**src/rtl/node_port_pkg.sv**
```systemverilog
// Shared types and constants for the node network adapter: packet layout,
// flit geometry and the TX/RX state encodings.
package node_port_pkg;

  localparam int unsigned FLITS_PER_PKT = 4;
  localparam int unsigned FLIT_W        = 8;
  localparam int unsigned PKT_W         = FLITS_PER_PKT * FLIT_W;
  localparam int unsigned FLIT_CNT_W    = $clog2(FLITS_PER_PKT);

  typedef struct packed {
    logic [3:0]  src;
    logic [3:0]  dest;
    logic [23:0] data;
  } pkt_t;

  typedef enum logic {
    TX_IDLE,
    TX_SEND
  } tx_state_e;

  typedef enum logic [1:0] {
    RX_IDLE,
    RX_RECV,
    RX_DONE
  } rx_state_e;

  // Most significant flit of a packet word; flits travel MSB first.
  function automatic logic [FLIT_W-1:0] head_flit(input logic [PKT_W-1:0] word);
    return word[PKT_W-1 -: FLIT_W];
  endfunction

endpackage

```
**src/rtl/node_port_fifo.sv**
```systemverilog
// Outbound packet queue: DEPTH-entry circular buffer with a separate
// occupancy count so full and empty are never ambiguous.
module node_fifo #(
  parameter int unsigned DEPTH = 4,
  parameter type         T     = logic [31:0]
) (
  input  logic                     clk,
  input  logic                     rst_n,
  input  logic                     wr_i,
  input  T                         wr_data_i,
  input  logic                     pop_i,
  output T                         head_o,
  output logic                     full_o,
  output logic                     empty_o,
  output logic [$clog2(DEPTH):0]   count_o
);

  localparam int unsigned PTR_W = $clog2(DEPTH);
  localparam int unsigned CNT_W = PTR_W + 1;

  T                 mem_q [DEPTH];
  logic [PTR_W-1:0] wr_ptr_q, wr_ptr_d;
  logic [PTR_W-1:0] rd_ptr_q, rd_ptr_d;
  logic [CNT_W-1:0] count_q, count_d;
  logic             full_q, empty_q;
  logic             wr_ok_c, pop_ok_c;

  // Fullness is judged on the pre-edge state, so a write to a full queue
  // is dropped even when a pop happens on the same edge.
  always_comb begin
    wr_ok_c  = wr_i && !full_q;
    pop_ok_c = pop_i && !empty_q;
    wr_ptr_d = wr_ok_c  ? wr_ptr_q + PTR_W'(1) : wr_ptr_q;
    rd_ptr_d = pop_ok_c ? rd_ptr_q + PTR_W'(1) : rd_ptr_q;
    count_d  = count_q + CNT_W'(wr_ok_c) - CNT_W'(pop_ok_c);
  end

  always_ff @(posedge clk or negedge rst_n) begin
    if (!rst_n) begin
      wr_ptr_q <= '0;
      rd_ptr_q <= '0;
      count_q  <= '0;
      full_q   <= 1'b0;
      empty_q  <= 1'b1;
    end else begin
      wr_ptr_q <= wr_ptr_d;
      rd_ptr_q <= rd_ptr_d;
      count_q  <= count_d;
      full_q   <= (count_d == CNT_W'(DEPTH));
      empty_q  <= (count_d == '0);
    end
  end

  always_ff @(posedge clk) begin
    if (wr_ok_c) begin
      mem_q[wr_ptr_q] <= wr_data_i;
    end
  end

  assign head_o  = mem_q[rd_ptr_q];
  assign full_o  = full_q;
  assign empty_o = empty_q;
  assign count_o = count_q;

endmodule

```
**src/rtl/node_port.sv**
```systemverilog
// Node network adapter: queues packets from the node, serialises them into
// four MSB-first flits outbound and reassembles inbound flits into packets.
// NODE_PORT_BYPASS_EN lets a packet skip an empty queue when TX is idle.
module node_port
  import node_port_pkg::*;
#(
  parameter int          NODEID = 0,
  parameter int unsigned DEPTH  = 4
) (
  input  logic              clock,
  input  logic              reset_n,
  input  pkt_t              pkt_in,
  input  logic              pkt_in_avail,
  output logic              cQ_full,
  output pkt_t              pkt_out,
  output logic              pkt_out_avail,
  input  logic              free_outbound,
  output logic              put_outbound,
  output logic [FLIT_W-1:0] payload_outbound,
  output logic              free_inbound,
  input  logic              put_inbound,
  input  logic [FLIT_W-1:0] payload_inbound
);

  localparam logic [FLIT_CNT_W-1:0] LAST_FLIT = FLIT_CNT_W'(FLITS_PER_PKT - 1);
  localparam int unsigned           TAIL_W    = PKT_W - FLIT_W;

  pkt_t                fifo_head;
  logic                fifo_full, fifo_empty;
  logic [$clog2(DEPTH):0] fifo_count;
  logic                fifo_wr_c, pop_c, bypass_c, load_c, start_ok_c;
  pkt_t                load_pkt_c;

  tx_state_e             tx_state_q, tx_state_d;
  logic [FLIT_CNT_W-1:0] tx_cnt_q, tx_cnt_d;
  logic [PKT_W-1:0]      shift_q, shift_d;
  logic                  put_q, put_d;
  logic [FLIT_W-1:0]     payload_q, payload_d;

  rx_state_e             rx_state_q, rx_state_d;
  logic [FLIT_CNT_W-1:0] rx_cnt_q, rx_cnt_d;
  logic [PKT_W-1:0]      acc_q, acc_d;
  pkt_t                  pkt_out_q, pkt_out_d;
  logic                  avail_q, avail_d;
  logic                  free_in_q, free_in_d;
  logic                  rx_abort_c;

`ifdef NODE_PORT_BYPASS_EN
  assign bypass_c = pkt_in_avail && fifo_empty && (tx_state_q == TX_IDLE) && free_outbound;
`else
  assign bypass_c = 1'b0;
`endif

  assign fifo_wr_c = pkt_in_avail && !bypass_c;

  node_fifo #(
    .DEPTH (DEPTH),
    .T     (pkt_t)
  ) u_fifo (
    .clk       (clock),
    .rst_n     (reset_n),
    .wr_i      (fifo_wr_c),
    .wr_data_i (pkt_in),
    .pop_i     (pop_c),
    .head_o    (fifo_head),
    .full_o    (fifo_full),
    .empty_o   (fifo_empty),
    .count_o   (fifo_count)
  );

  // TX next state: a new packet may start from idle or straight after the
  // last flit of the previous one, which keeps back-to-back packets gapless.
  always_comb begin
    tx_state_d = tx_state_q;
    tx_cnt_d   = tx_cnt_q;
    shift_d    = shift_q;
    put_d      = 1'b0;
    payload_d  = '0;
    pop_c      = 1'b0;
    load_c     = 1'b0;
    load_pkt_c = fifo_head;
    start_ok_c = !fifo_empty && free_outbound;

    case (tx_state_q)
      TX_IDLE: begin
        if (bypass_c) begin
          load_c     = 1'b1;
          load_pkt_c = pkt_in;
        end else if (start_ok_c) begin
          load_c = 1'b1;
          pop_c  = 1'b1;
        end
      end
      TX_SEND: begin
        if (tx_cnt_q != LAST_FLIT) begin
          tx_cnt_d  = tx_cnt_q + FLIT_CNT_W'(1);
          shift_d   = {shift_q[TAIL_W-1:0], FLIT_W'(0)};
          put_d     = 1'b1;
          payload_d = shift_q[TAIL_W-1 -: FLIT_W];
        end else if (start_ok_c) begin
          load_c = 1'b1;
          pop_c  = 1'b1;
        end else begin
          tx_state_d = TX_IDLE;
          tx_cnt_d   = '0;
        end
      end
      default: tx_state_d = TX_IDLE;
    endcase

    if (load_c) begin
      tx_state_d = TX_SEND;
      tx_cnt_d   = '0;
      shift_d    = load_pkt_c;
      put_d      = 1'b1;
      payload_d  = head_flit(load_pkt_c);
    end
  end

  always_ff @(posedge clock or negedge reset_n) begin
    if (!reset_n) begin
      tx_state_q <= TX_IDLE;
      tx_cnt_q   <= '0;
      shift_q    <= '0;
      put_q      <= 1'b0;
      payload_q  <= '0;
    end else begin
      tx_state_q <= tx_state_d;
      tx_cnt_q   <= tx_cnt_d;
      shift_q    <= shift_d;
      put_q      <= put_d;
      payload_q  <= payload_d;
    end
  end

  // RX next state: a missing flit mid-packet discards the partial packet.
  // free_inbound stays low through the delivery strobe cycle.
  always_comb begin
    rx_state_d = rx_state_q;
    rx_cnt_d   = rx_cnt_q;
    acc_d      = acc_q;
    pkt_out_d  = pkt_out_q;
    avail_d    = 1'b0;
    rx_abort_c = 1'b0;

    case (rx_state_q)
      RX_IDLE: begin
        if (put_inbound) begin
          acc_d      = {acc_q[TAIL_W-1:0], payload_inbound};
          rx_cnt_d   = FLIT_CNT_W'(1);
          rx_state_d = RX_RECV;
        end
      end
      RX_RECV: begin
        if (put_inbound) begin
          acc_d = {acc_q[TAIL_W-1:0], payload_inbound};
          if (rx_cnt_q == LAST_FLIT) begin
            rx_state_d = RX_DONE;
            rx_cnt_d   = '0;
          end else begin
            rx_cnt_d = rx_cnt_q + FLIT_CNT_W'(1);
          end
        end else begin
          rx_abort_c = 1'b1;
          rx_state_d = RX_IDLE;
          rx_cnt_d   = '0;
        end
      end
      RX_DONE: begin
        pkt_out_d  = acc_q;
        avail_d    = 1'b1;
        rx_state_d = RX_IDLE;
      end
      default: rx_state_d = RX_IDLE;
    endcase

    free_in_d = (rx_state_d == RX_IDLE) && (rx_state_q != RX_DONE);
  end

  always_ff @(posedge clock or negedge reset_n) begin
    if (!reset_n) begin
      rx_state_q <= RX_IDLE;
      rx_cnt_q   <= '0;
      acc_q      <= '0;
      pkt_out_q  <= '0;
      avail_q    <= 1'b0;
      free_in_q  <= 1'b1;
    end else begin
      rx_state_q <= rx_state_d;
      rx_cnt_q   <= rx_cnt_d;
      acc_q      <= acc_d;
      pkt_out_q  <= pkt_out_d;
      avail_q    <= avail_d;
      free_in_q  <= free_in_d;
    end
  end

  assign cQ_full          = fifo_full;
  assign put_outbound     = put_q;
  assign payload_outbound = payload_q;
  assign pkt_out          = pkt_out_q;
  assign pkt_out_avail    = avail_q;
  assign free_inbound     = free_in_q;

`ifndef SYNTHESIS
  // Simulation-only traces for dropped writes, aborted receives and foreign sources.
  always_ff @(posedge clock) begin
    if (reset_n) begin
      if (pkt_in_avail && fifo_full) begin
        $display("node_port %0d: warning: queue full (%0d), packet %08h dropped",
                 NODEID, fifo_count, pkt_in);
      end
      if (rx_abort_c) begin
        $display("node_port %0d: warning: inbound packet truncated, discarded", NODEID);
      end
      if (load_c && (load_pkt_c.src != 4'(NODEID))) begin
        $display("node_port %0d: warning: outbound packet %08h has src %0d",
                 NODEID, load_pkt_c, load_pkt_c.src);
      end
    end
  end
`endif

endmodule

```
**config.mk**
```make
export PLATFORM = sky130hd
export DESIGN_NAME = node_port
export DESIGN_NICKNAME = d
export VERILOG_FILES = /design/src/rtl/node_port_pkg.sv /design/src/rtl/node_port_fifo.sv /design/src/rtl/node_port.sv
export SDC_FILE = /design/constraint.sdc
export NUM_CORES = 1
export LEC_CHECK = 0
export CAP_MARGIN = 15
export CORE_ASPECT_RATIO = 0.7
export CORE_UTILIZATION = 61
export DETAILED_ROUTE_END_ITERATION = 8
export GPL_TIMING_DRIVEN = 0
export HOLD_SLACK_MARGIN = 0.02
export PLACE_DENSITY = 0.83
export SETUP_SLACK_MARGIN = 0.1
export SLEW_MARGIN = 15
export SYNTH_ARGS = -nofsm -noshare
export SYNTH_HDL_FRONTEND = slang
export SYNTH_SLANG_ARGS = --single-unit
export TNS_END_PERCENT = 100
```
**constraint.sdc**
```tcl
create_clock -name clock -period 3.4 [get_ports clock]
set_input_delay 0.85 -clock clock [delete_from_list [all_inputs] [get_ports clock]]
set_output_delay 0.85 -clock clock [all_outputs]
set_load 0.02 [all_outputs]
```
==> results of run 1 <==
-- kinds of logic after synthesis --
group | Yosys count
adder cells (fa/ha/maj) | 9
buffers and inverters | 37
AO/OA/AOI/OAI | 56
XOR/XNOR | 5
AND/OR/NAND/NOR | 73
flip-flops | 243
multiplexers | 96
-- final timing paths --
| kind | start | end | slack [ps] | cells past startpoint |
|---|---|---|---|---|
| min in group clock | pkt_out[27] | pkt_out[27] | 510 | 1 |
| worst min-delay path | reset_n | pkt_out[11] | 270 | 1 |
| worst max-delay path | free_outbound | u_fifo.full_o | 510 | 11 |
| worst min register to register | pkt_out[27] | pkt_out[27] | 510 | 1 |
| max in group asynchronous | reset_n | u_fifo.empty_o | 2440 | 2 |
| worst max register to register | tx_cnt_q[0] | u_fifo.full_o | 590 | 12 |
-- state kept, by name, indices dropped and copies added, names as in the netlist, 2 cells and up --
signal / count
u_fifo.rd_ptr_q: 2
shift_q: 24
pkt_out: 32
u_fifo.mem_q: 128
tx_cnt_q: 2
rx_cnt_q: 2
rx_state_q: 2
u_fifo.wr_ptr_q: 2
payload_outbound: 8
u_fifo.count_o: 3
acc_q: 32
-- placed cells by master (no fill, tap or decap), types with 5 or more instances in the layout --
master / netlist / routed
edfxtp_1: 128 / 128
buf_2: 16 / 16
nand2_1: 37 / 37
nor2_1: 19 / 19
mux2_2: 64 / 64
buf_16: 0 / 5
nor2b_1: 5 / 5
clkbuf_16: 0 / 25
dfrtp_1: 113 / 113
clkbuf_1: 7 / 10
ha_1: 8 / 8
clkdlybuf4s50_1: 0 / 87
a21oi_1: 40 / 40
mux4_2: 22 / 22
mux4_1: 10 / 10
inv_1: 8 / 8
a22o_1: 8 / 8
-- worst max-delay path: stages --
cell and delay, ps:
clkdlybuf4s50_1 470, nand2b_1 120, nor2_4 280, ha_1 300, inv_1 60, ha_1 120, inv_1 50, fa_1 380
xnor2_1 160, xnor2_1 250, nor3b_1 240
-- power by group through the flow --
stage               Sequential (W)  Combinational, W  Clock, W
floorplan                  0.00456           0.00171         0
global placement           0.00434           0.00296         0
detailed placement         0.00438           0.00315         0
CTS                        0.00434           0.00320   0.00254
global route               0.00441           0.00342   0.00265
finish                     0.00434           0.00318   0.00251
-- final cells by class --
class,instances,area [µm²],area share
Sequential cell,243,6724,0.5989
Clock buffer,32,685.7,0.06107
Clock inverter,8,63.81,0.005684
Tap cell,195,244.0,0.02173
Timing Repair Buffer,93,1020,0.09083
Multi-Input combinational cell,239,2292,0.2042
Inverter,8,30.03,0.002675
Buffer,29,167.7,0.01493
-- metal layers --
| metal | wire (µm) | track usage | up-vias | share of wire |
|---|---|---|---|---|
| li1 | - | - | 2175 | - |
| met1 | 7735 | 0.3621 | 2561 | 0.43 |
| met2 | 8758 | 0.3832 | 182 | 0.49 |
| met3 | 1121 | 0.04105 | 30 | 0.063 |
| met4 | 291 | 0.05029 | 0 | 0.016 |
| met5 | 0 | 0 | - | 0 |
-- metrics by stage --
stage	instances	power, W
finish	847	0.01003
global route	847	0.01049
CTS	847	0.01009
detailed placement	807	0.007528
global placement	802	0.007304
floorplan	519	0.006270
==> results.md, run 1 <==
- Status: complete, no violations
- Unrepaired setup endpoints after global routing: no
- Initial antenna violation count: 0
- Most frequent cell after synthesis: edfxtp_1
- Most frequent cells after synthesis: 128 x edfxtp_1, 113 x dfrtp_1, 64 x mux2_2
- Die Span Y: 104.8 µm
- Netlist cell types: 34
- Residual DRC: 0
- Final min period: 2886 ps
- Number of diodes: 0
- Hold slack: 265.6 ps
- Final setup violation count: 0
- GR Overflow Total: 0
- Detailed placer's ending HPWL: approximately 12000 µm
- FMAX: 0.3465 GHz
- # hold bufs at CTS: 0
- Max Cap Viol: 0
- Post-Synth Adder-Cell Area: 0.01304
- Tightest Hold Check Type: input port to async pin
- Die Width: 148.9 µm
- Leak: ~4.4 nW
- TritonCTS Buffers: 22
- Ys async rst share: 0.4733
- Startpoint types: input port
- Final ANT Viol Nets: 0
- XOR/XNOR Fraction of Synth Area: 0.004755
- Iter 0 DRT Violations: 305
- CP Capture Type: flop
- VDD IR max: 0.6902 mV
- Mapped Cells: 519
- Post-synth top area share: 0.4174
- Post-route cell area: 0.01123 mm²
- Vias: just under 5000
- Clk pwr share: 0.250
- Synthesized Nets: 573
- Register area share after synthesis: 0.7302
- Clk slew on worst S/H paths: 60 ps
- Port bufs: 88
- Die Footprint: roughly 0.016 mm²
- Switch Pwr: 0.003064 W
- RePlAce Congestion: about 0.8
- CTS tree: yes
- DRT Wirelength: between 15000 and 20000 µm
- Hold Vio Cnt, Final: 0
- Post-DR wirelength/cell: 21.14 µm
- CP required: ~3800 ps
- Simple logic cell fraction of the synthesized area: 0.03492
- # fillers: between 700 and 800
- Pwr Density: 893.7 mW/mm²
- Pint: 0.006970 W
- DP Area: 0.01048 mm²
- Mapped Area: between 0.009 and 0.01 mm²
- Syn-to-layout area delta: 21.92%
- Core area: 0.01472 mm²
- Final core utilization: 0.7626
- Max-slew violations: 0
- Ports: 89
- Prevailing post-synth register cell: edfxtp_1
- GRT Util Overall: 0.2424
- Clock network latency to the later pin of the worst-skew pair: 500 ps
- Postcts setup bufs: 0
- Yosys Warn Count: 0
- Flop pwr share: 0.433
- Pin count of the biggest net entering global routing: 74
- Final period util: 0.8489
- Clock skew: 10.67 ps
- 1st-pass router iterations: 4
- Compound-gate portion of the synthesized area: 0.03505
- Place WS: 22.59 ps
- Initial Util: 0.6255
- Vias in the first global route: 5126
- Mux cell area share after synthesis: 0.1606
- Crit Path Class: input port to flop
- Mean Syn Cell Area: 17.74 µm²
- Vias per std cell: just under 6
- Final net count: 690
- Post-synth EDFFs: ~130
- Slew HR: 0.6423
- Fraction of layout cells with a size suffix above 1: 0.2362
- Register bit total from synthesis: 243
- Synth top area cells: edfxtp_1 42%, dfrtp_1 31%, mux2_2 7.8%
- Post-synth top area cell: edfxtp_1
- Row cnt: 37
- Sink Count: 243
- Final setup TNS: 0 ps
- Crit path max fanout: 10
- Global-route wire length before repair: 28430 µm
- Longest Clk Path Bufs: 3
- Least-Margin Pin Slew: 536.5 ps
- Critical Path AT: 3290 ps
- Net Sw Frac: 0.3054
- Slack of the critical path: 513.7 ps
- Combinational share of power: 0.317
- Root buffer cell: clkbuf_16
- Post_cts resized: 0
- Combinational family with the most area after synthesis: multiplexers
- H-Tree Level Count: 1
No activity file was read; power rests on OpenSTA's default activity.
==> run 2: changes to the inputs <==
--- a/config.mk
+++ b/config.mk
@@ -7,11 +7,11 @@
 export LEC_CHECK = 0
 export CAP_MARGIN = 15
 export CORE_ASPECT_RATIO = 0.7
-export CORE_UTILIZATION = 61
+export CORE_UTILIZATION = 51
 export DETAILED_ROUTE_END_ITERATION = 8
 export GPL_TIMING_DRIVEN = 0
 export HOLD_SLACK_MARGIN = 0.02
-export PLACE_DENSITY = 0.83
+export PLACE_DENSITY = 0.74
 export SETUP_SLACK_MARGIN = 0.1
 export SLEW_MARGIN = 15
 export SYNTH_ARGS = -nofsm -noshare
==> constraint.sdc (replaced) <==
create_clock -name clock -period 2.6 [get_ports clock]
set_input_delay 0.65 -clock clock [delete_from_list [all_inputs] [get_ports clock]]
set_output_delay 0.65 -clock clock [all_outputs]
set_load 0.02 [all_outputs]
==> run 2 against run 1 <==
Effect of this change: via count decreased by 1.8%; combinational power increased by 36%; critical path depth unchanged; global-route usage decreased by 4.4 points; sequential power increased by 30%; non-clock buffer count increased by 5; flip-flop and latch count unchanged; core utilization decreased by 11 points; count of clock-buffer cells in the layout increased by 6; hold slack improved by 240 ps; clock skew decreased by 3.5 ps; final cell count increased by 5.3%; critical path type unchanged.
==> results.md, run 2 (synthesis gave the netlist of run 1 again) <==
- Post-DR wirelength/cell: 19.72 µm (was 21.14 µm)
- Unrepaired setup endpoints after global routing: yes (was no)
- Crit Path Class: input port to flop (unchanged)
- Residual DRC: 0 (unchanged)
- Status: complete, no violations (unchanged)
- Die Width: 162.6 µm (was 148.9 µm)
- Slowest stage delay, CP: 500 ps (was 470 ps)
- Initial antenna violation count: 0 (unchanged)
- Hold slack: 503.3 ps (was 265.6 ps)
- CP Capture Type: flop (unchanged)
- Crit path from: free_outbound (unchanged)
- DRT Wirelength: 17590 µm (was 17910 µm)
- Port bufs: 88 (unchanged)
- Area occupied by multi-input gates: 0.002342 mm² (was 0.002292 mm²)
- Clk slew on worst S/H paths: 60 ps (about the same)
- Cell Chain, Critical Path: clkdlybuf4s50_1 > nand2b_1 > nor2_4 > ha_4 > inv_4 > ha_4 > inv_2 > fa_2 > xnor2_2 > xnor2_2 > nor3b_2 (was clkdlybuf4s50_1 > nand2b_1 > nor2_4 > ha_1 > inv_1 > ha_1 > inv_1 > fa_1 > xnor2_1 > xnor2_1 > nor3b_1)
- Final setup violation count: 0 (unchanged)
- Critical Path AT: 2830 ps (was 3290 ps)
- Clock network latency to the later pin of the worst-skew pair: 510 ps (was 500 ps)
- Worst Hold Depth: 1
- Iter 0 DRT Violations: 324 (was 305)
- H-Tree Level Count: 1 (unchanged)
- Max Cap Viol: 0 (unchanged)
- Met3 GRT Util: 0.03151 (was 0.04105)
- Vias per std cell: 5.448 (was 5.842)
- GR Overflow Total: 0 (unchanged)
- Hold Vio Cnt, Final: 0 (unchanged)
- Reg-to-reg slack, setup: 200 ps (was 590 ps)
- Vias in the first global route: 5119 (was 5126)
- Busiest grt layer: met2 (unchanged)
- FMAX: between 0.4 and 0.5 GHz
- TritonCTS Buffers: 24 (was 22)
- Ports: 89 (unchanged)
- Place WS: -609.4 ps (was 22.59 ps)
- Highest-count cells in the layout ignoring fill and taps: 128 x edfxtp_1, 113 x dfrtp_1, 87 x clkdlybuf4s50_1, 64 x mux2_2, 40 x a21oi_1 (unchanged)
- Pwr Density: 1161 mW/mm² (was 893.7 mW/mm²)
- Row cnt: 40 (was 37)
- Clock skew: 7.151 ps (was 10.67 ps)
- 1st-pass router iterations: 5 (was 4)
- Sink Count: 243 (unchanged)
- Slew HR: 0.6413 (was 0.6423)
- Max-slew violations: 0 (unchanged)
- Max reg flops: 128 (unchanged)
- Leak: 4.383 nW (was 4.361 nW)
- Longest Clk Path Bufs: 3 (unchanged)
- Slack of the critical path: 198.6 ps (was 513.7 ps)
- Final net count: 697 (was 690)
- Reg with most FFs: u_fifo.mem_q (unchanged)
- Initial Util: 0.5287 (was 0.6255)
- Slowest cell on crit path: clkdlybuf4s50_1 (unchanged)
- Final period util: 0.9236
- Commonest non-fill, non-tap cell in the layout: edfxtp_1 (unchanged)
- CP required: 3030 ps (was 3800 ps)
- Syn-to-layout area delta: 23.34% (was 21.92%)
- Root buffer cell: clkbuf_16 (unchanged)
- Final core utilization: 0.6522 (was 0.7626)
- RePlAce Congestion: 0.8196 (was 0.7997)
- Vias: 4860 (was 4948)
- # fillers: 1197 (was 798)
- VDD IR max: 0.5930 mV (was 0.6902 mV)
- Grt met1 use: 0.3005 (was 0.3621)
- Detailed placer's ending HPWL: 11870 µm (was 11660 µm)
- Tightest Hold Check Type: flop to flop (was input port to async pin)
- Met2 usage: 0.3103 (was 0.3832)
- Number of diodes: 0 (unchanged)
- GRT Util Overall: 0.1989 (was 0.2424)
- Register area: 0.006724 mm² (unchanged)
- Crit path max fanout: 3 (was 10)
- Final ANT Viol Nets: 0 (unchanged)
- Least-Margin Pin Slew: 538.0 ps (was 536.5 ps)
- Die Footprint: 0.01861 mm² (was 0.01560 mm²)
- Hold_sp: pkt_out[19]
- Final min period: 2401 ps
- Startpoint types: input port (unchanged)
- Worst Reg-to-Reg Cells: 12 (unchanged)
- CTS tree: yes (unchanged)
- Worst r2r src: tx_cnt_q[0] (unchanged)
- Die Span Y: 114.4 µm (was 104.8 µm)
- Global-route wire length before repair: 27790 µm (was 28430 µm)
- Core area: 0.01742 mm² (was 0.01472 mm²)
- Pin count of the biggest net entering global routing: 87 (was 74)
- Fraction of layout cells with a size suffix above 1: 0.2481 (was 0.2362)
==> run 2: cell count changes in the layout (fill, tap and decap cells not counted), moves of 2 or more <==
cell	before	now
inv_1	8	6
ha_4	0	2
xnor2_2	0	2
xnor2_1	4	2
buf_4	0	5
clkbuf_1	10	16
ha_1	8	5
==> run 2: final cells by class <==
cell class	instances	share of cell area
sequential	243	0.5920
multi-input combinational	239	0.2062
timing repair buffer	98	0.09330
clock buffer	38	0.06290
tap	231	0.02545
buffer	29	0.01498
inverter	8	0.002864
clock inverter	6	0.002313
==> run 2: report_power, final <==
part / internal, W / leakage [nW] / total (W) / switching (W)
Clock: 0.00188 / 0.364 / 0.00323 / 0.00135
Sequential: 0.00518 / 2.60 / 0.00565 / 0.000476
Combinational: 0.00212 / 1.42 / 0.00431 / 0.00219
Total: 0.00918 / 4.38 / 0.0132 / 0.00401
==> run 2: worst max-delay path: cells and delay by family <==
kind / cells / cell delay, ps
xor gates and xnor gates: 2 / 380
adders and majority gates: 3 / 710
buffers and inverters: 3 / 580
and+or+nand+nor: 3 / 500
==> run 2: metrics by stage <==
step / TNS, ps / std cells / total power, W / cell area (µm²)
final: 0 / 892 / 0.01319 / 11360
after global routing: 0 / 892 / 0.01388 / 11360
after CTS: 0 / 889 / 0.01320 / 11310
after detailed placement: -1611 / 843 / 0.009863 / 10520
after global placement: -465030 / 838 / 0.009585 / 10380
after floorplan: 0 / 519 / 0.008199 / 9209
==> run 2: per-layer routing <==
| metal | wire [µm] | up-vias |
|---|---|---|
| li1 | - | 2193 |
| met1 | 8256 | 2538 |
| met2 | 8309 | 106 |
| met3 | 767 | 23 |
| met4 | 260 | 0 |
| met5 | 0 | - |
==> run 2: path summary, 6_finish.rpt <==
check | end
setup reg to reg | u_fifo.full_o
max in group asynchronous | payload_outbound[3]
hold reg to reg | pkt_out[19]
min in group asynchronous | pkt_out[30]
hold / removal | pkt_out[19]
setup / recovery | u_fifo.full_o
==> run 2: timing repair <==
action                                  in CTS  in global routing
setup buffers                                1                  3
hold buffers                                 1                  0
endpoints found under the setup margin       3                  2
endpoints found under the hold margin       23                  0
pin swaps                                    2                  6
gates resized for setup                      5                  7
==> run 3: changes to the inputs <==
--- a/config.mk
+++ b/config.mk
@@ -5,6 +5,7 @@
 export SDC_FILE = /design/constraint.sdc
 export NUM_CORES = 1
 export LEC_CHECK = 0
+export ABC_AREA = 0
 export CAP_MARGIN = 15
 export CORE_ASPECT_RATIO = 0.7
 export CORE_UTILIZATION = 51
==> constraint.sdc (replaced) <==
create_clock -name clock -period 1.99 [get_ports clock]
set_input_delay 0.398 -clock clock [delete_from_list [all_inputs] [get_ports clock]]
set_output_delay 0.398 -clock clock [all_outputs]
set_load 0.02 [all_outputs]
==> run 3 against run 2 <==
Effect of this change: the flow now finishes with violations (setup timing); worst setup slack got worse by 570 ps; final area fell by 0.80%; sequential share of layout area rose by 0.48 points; die area did not move; register-to-register slack got worse by 570 ps; count of clock-buffer cells in the layout fell by 13; critical path type is now flop to flop; largest cell class unchanged; final cell count fell by 0.56%; hold slack got worse by 90 ps; combinational power rose by 28%; wire length rose by 1.9%; flip-flop and latch count did not move; critical path depth rose by 1.
==> results.md, run 3 (synthesis gave the netlist of run 1 again) <==
- TritonCTS Buffers: 23 (was 24)
- Die Footprint: 0.01861 mm² (unchanged)
- Least-Margin Pin Slew: 943.4 ps (was 538.0 ps)
- Die Span Y: 114.4 µm (unchanged)
- Vias in the first global route: 5120 (was 5119)
- CP Buf/Inv Count: 3 (unchanged)
- Pin count of the biggest net entering global routing: 66 (was 87)
- Crit path from: tx_cnt_q[1] (was free_outbound)
- 1st-pass router iterations: 5 (unchanged)
- Root buffer cell: clkbuf_16 (unchanged)
- Syn-to-layout area delta: 22.35% (was 23.34%)
- R2R Path End: u_fifo.empty_o (was u_fifo.full_o)
- RePlAce Congestion: 0.8215 (was 0.8196)
- DRT Wirelength: 17930 µm (was 17590 µm)
- Post-DR wirelength/cell: 20.21 µm (was 19.72 µm)
- Crit path max fanout: 3 (unchanged)
- GR Overflow Total: 0 (unchanged)
- Global-route wire length before repair: 28100 µm (was 27790 µm)
- Unrepaired setup endpoints after global routing: yes (unchanged)
- Fraction of layout cells with a size suffix above 1: 0.2530 (was 0.2481)
- Worst Reg-to-Reg Cells: 12 (unchanged)
- Hold Vio Cnt, Final: 0 (unchanged)
- Startpoint types: flop (was input port)
- Critical Path AT: 2760 ps (was 2830 ps)
- Max reg flops: 128 (unchanged)
- Final ANT Viol Nets: 0 (unchanged)
- Failing checks: setup timing
- Initial antenna violation count: 0 (unchanged)
- Max-slew violations: 0 (unchanged)
- Pwr Density: 1516 mW/mm² (was 1161 mW/mm²)
- Longest Clk Path Bufs: 3 (unchanged)
- Crit Path Class: flop to flop (was input port to flop)
- Final period util: 1.188
- Commonest non-fill, non-tap cell in the layout: edfxtp_1 (unchanged)
- GRT Util Overall: 0.2003 (was 0.1989)
- Slowest cell on crit path: dfrtp_1 (was clkdlybuf4s50_1)
- Tightest Hold Check Type: input port to async pin (was flop to flop)
- CTS tree: yes (unchanged)
- Max Cap Viol: 0 (unchanged)
- Initial Util: 0.5287 (unchanged)
- Highest-count cells in the layout ignoring fill and taps: 128 x edfxtp_1, 113 x dfrtp_1, 64 x mux2_2, 60 x clkdlybuf4s50_1, 40 x a21oi_1 (was 128 x edfxtp_1, 113 x dfrtp_1, 87 x clkdlybuf4s50_1, 64 x mux2_2, 40 x a21oi_1)
- CP Capture Type: flop (unchanged)
- Vias per std cell: 5.497 (was 5.448)
- Hold slack: 413.1 ps (was 503.3 ps)
- Sink Count: 243 (unchanged)
- VDD IR max: 0.9658 mV (was 0.5930 mV)
- Port bufs: 88 (unchanged)
- CP delay by family, top: adder cells (unchanged)
- Clock network latency to the later pin of the worst-skew pair: 500 ps (was 510 ps)
- CP required: 2390 ps (was 3030 ps)
- Cell Chain, Critical Path: ha_2 > nor2b_1 > buf_4 > nor2_4 > ha_4 > inv_2 > ha_4 > inv_2 > fa_2 > xnor2_2 > xnor2_2 > nor3_2 (was clkdlybuf4s50_1 > nand2b_1 > nor2_4 > ha_4 > inv_4 > ha_4 > inv_2 > fa_2 > xnor2_2 > xnor2_2 > nor3b_2)
- Residual DRC: 0 (unchanged)
- Reg with most FFs: u_fifo.mem_q (unchanged)
- Slack of the critical path: -374.1 ps (was 198.6 ps)
- Final net count: 694 (was 697)
- Leak: 4.637 nW (was 4.383 nW)
- Clock skew: 10.37 ps (was 7.151 ps)
- Row cnt: 40 (unchanged)
- Detailed placer's ending HPWL: 11670 µm (was 11870 µm)
- Final min period: 2364 ps
- Final core utilization: 0.6469 (was 0.6522)
- Die Width: 162.6 µm (unchanged)
- Ports: 89 (unchanged)
- Place WS: -951.4 ps (was -609.4 ps)
- Slowest stage delay, CP: 370 ps (was 500 ps)
- Worst r2r src: tx_cnt_q[1] (was tx_cnt_q[0])
- Status: finished with violations (was complete, no violations)
- Vias: 4876 (was 4860)
- Final setup violation count: 100 (was 0)
- Slew HR: 0.3711 (was 0.6413)
- Number of diodes: 0 (unchanged)
- Clk slew on worst S/H paths: 60 ps (about the same)
- Core area: 0.01742 mm² (unchanged)
- Iter 0 DRT Violations: 349 (was 324)
- FMAX: ~0.42 GHz
- H-Tree Level Count: 1 (unchanged)
- Reg-to-reg slack, setup: -370 ps (was 200 ps)
## run 3: changes by cell type in the layout (fill, tap and decap cells not counted), sizes merged
| cell | previous run | this run |
|---|---|---|
| clkdlybuf4s50 | 87 | 60 |
| clkinv | 6 | 13 |
| buf | 32 | 30 |
| bufinv | 0 | 2 |
| clkbuf | 45 | 32 |
| dlygate4sd2 | 0 | 9 |
| clkinvlp | 0 | 1 |
| dlymetal6s2s | 0 | 18 |
## run 3: how the worst max path moves through the flow
stage                          end  slack, ps  cells after the start
floorplan            u_fifo.full_o       -270                     12
global placement        shift_q[5]      -3660                      1
detailed placement  u_fifo.empty_o       -950                     11
CTS                 u_fifo.empty_o       -390                     12
global route         u_fifo.full_o       -500                     12
finish              u_fifo.empty_o       -370                     12
## run 3: through the flow
step	TNS [ps]	area, µm²	power [W]	cells
2_1_floorplan	-601.4	9226	0.01075	519
3_3_place_gp	-482850	10400	0.01260	838
3_5_place_dp	-74080	10430	0.01289	839
4_1_cts	-9110	11190	0.01717	886
5_1_grt	-24170	11270	0.01797	887
6_report	-13920	11270	0.01708	887
## run 3: timing repair
item | 4_1_cts | 5_1_grt
endpoints found under the hold margin | 49 | 0
cloned | 0 | 0
setup buffers | 5 | 1
pin swaps | 4 | 7
setup endpoints to repair | 141 | 150
resized for setup | 12 | 24
hold buffers | 1 | 0
## run 3: cell type report
type | count | area [µm²]
Clock inverter | 16 | 123.9
Buffer | 29 | 170.2
Fill cell | 1176 | 6150
Inverter | 8 | 30.03
Timing Repair Buffer | 96 | 998.5
Multi-Input combinational cell | 239 | 2349
Tap cell | 231 | 289.0
Clock buffer | 25 | 583.1
Sequential cell | 243 | 6724
## run 3: worst reg2reg max path, delay by kind of cell (launching register included)
family / cells / cell delay [ps]
simple gates: 3 / 410
flops: 1 / 370
buf+inv: 3 / 240
fa+ha+maj: 4 / 880
xor+xnor: 2 / 360
## run 3: power by group
group          internal (W)  switching [W]  total, W
clock               0.00237        0.00178   0.00415
sequential          0.00677       0.000631   0.00740
combinational       0.00263        0.00290   0.00553
## run 3: metal layers
| metal | GRT usage | vias up | share of wire |
|---|---|---|---|
| met5 | 0 | - | 0 |
| met1 | 0.3035 | 2548 | 0.47 |
| met2 | 0.3077 | 121 | 0.46 |
| met4 | 0.04424 | 0 | 0.014 |
| met3 | 0.03477 | 24 | 0.055 |
| li1 | - | 2183 | - |
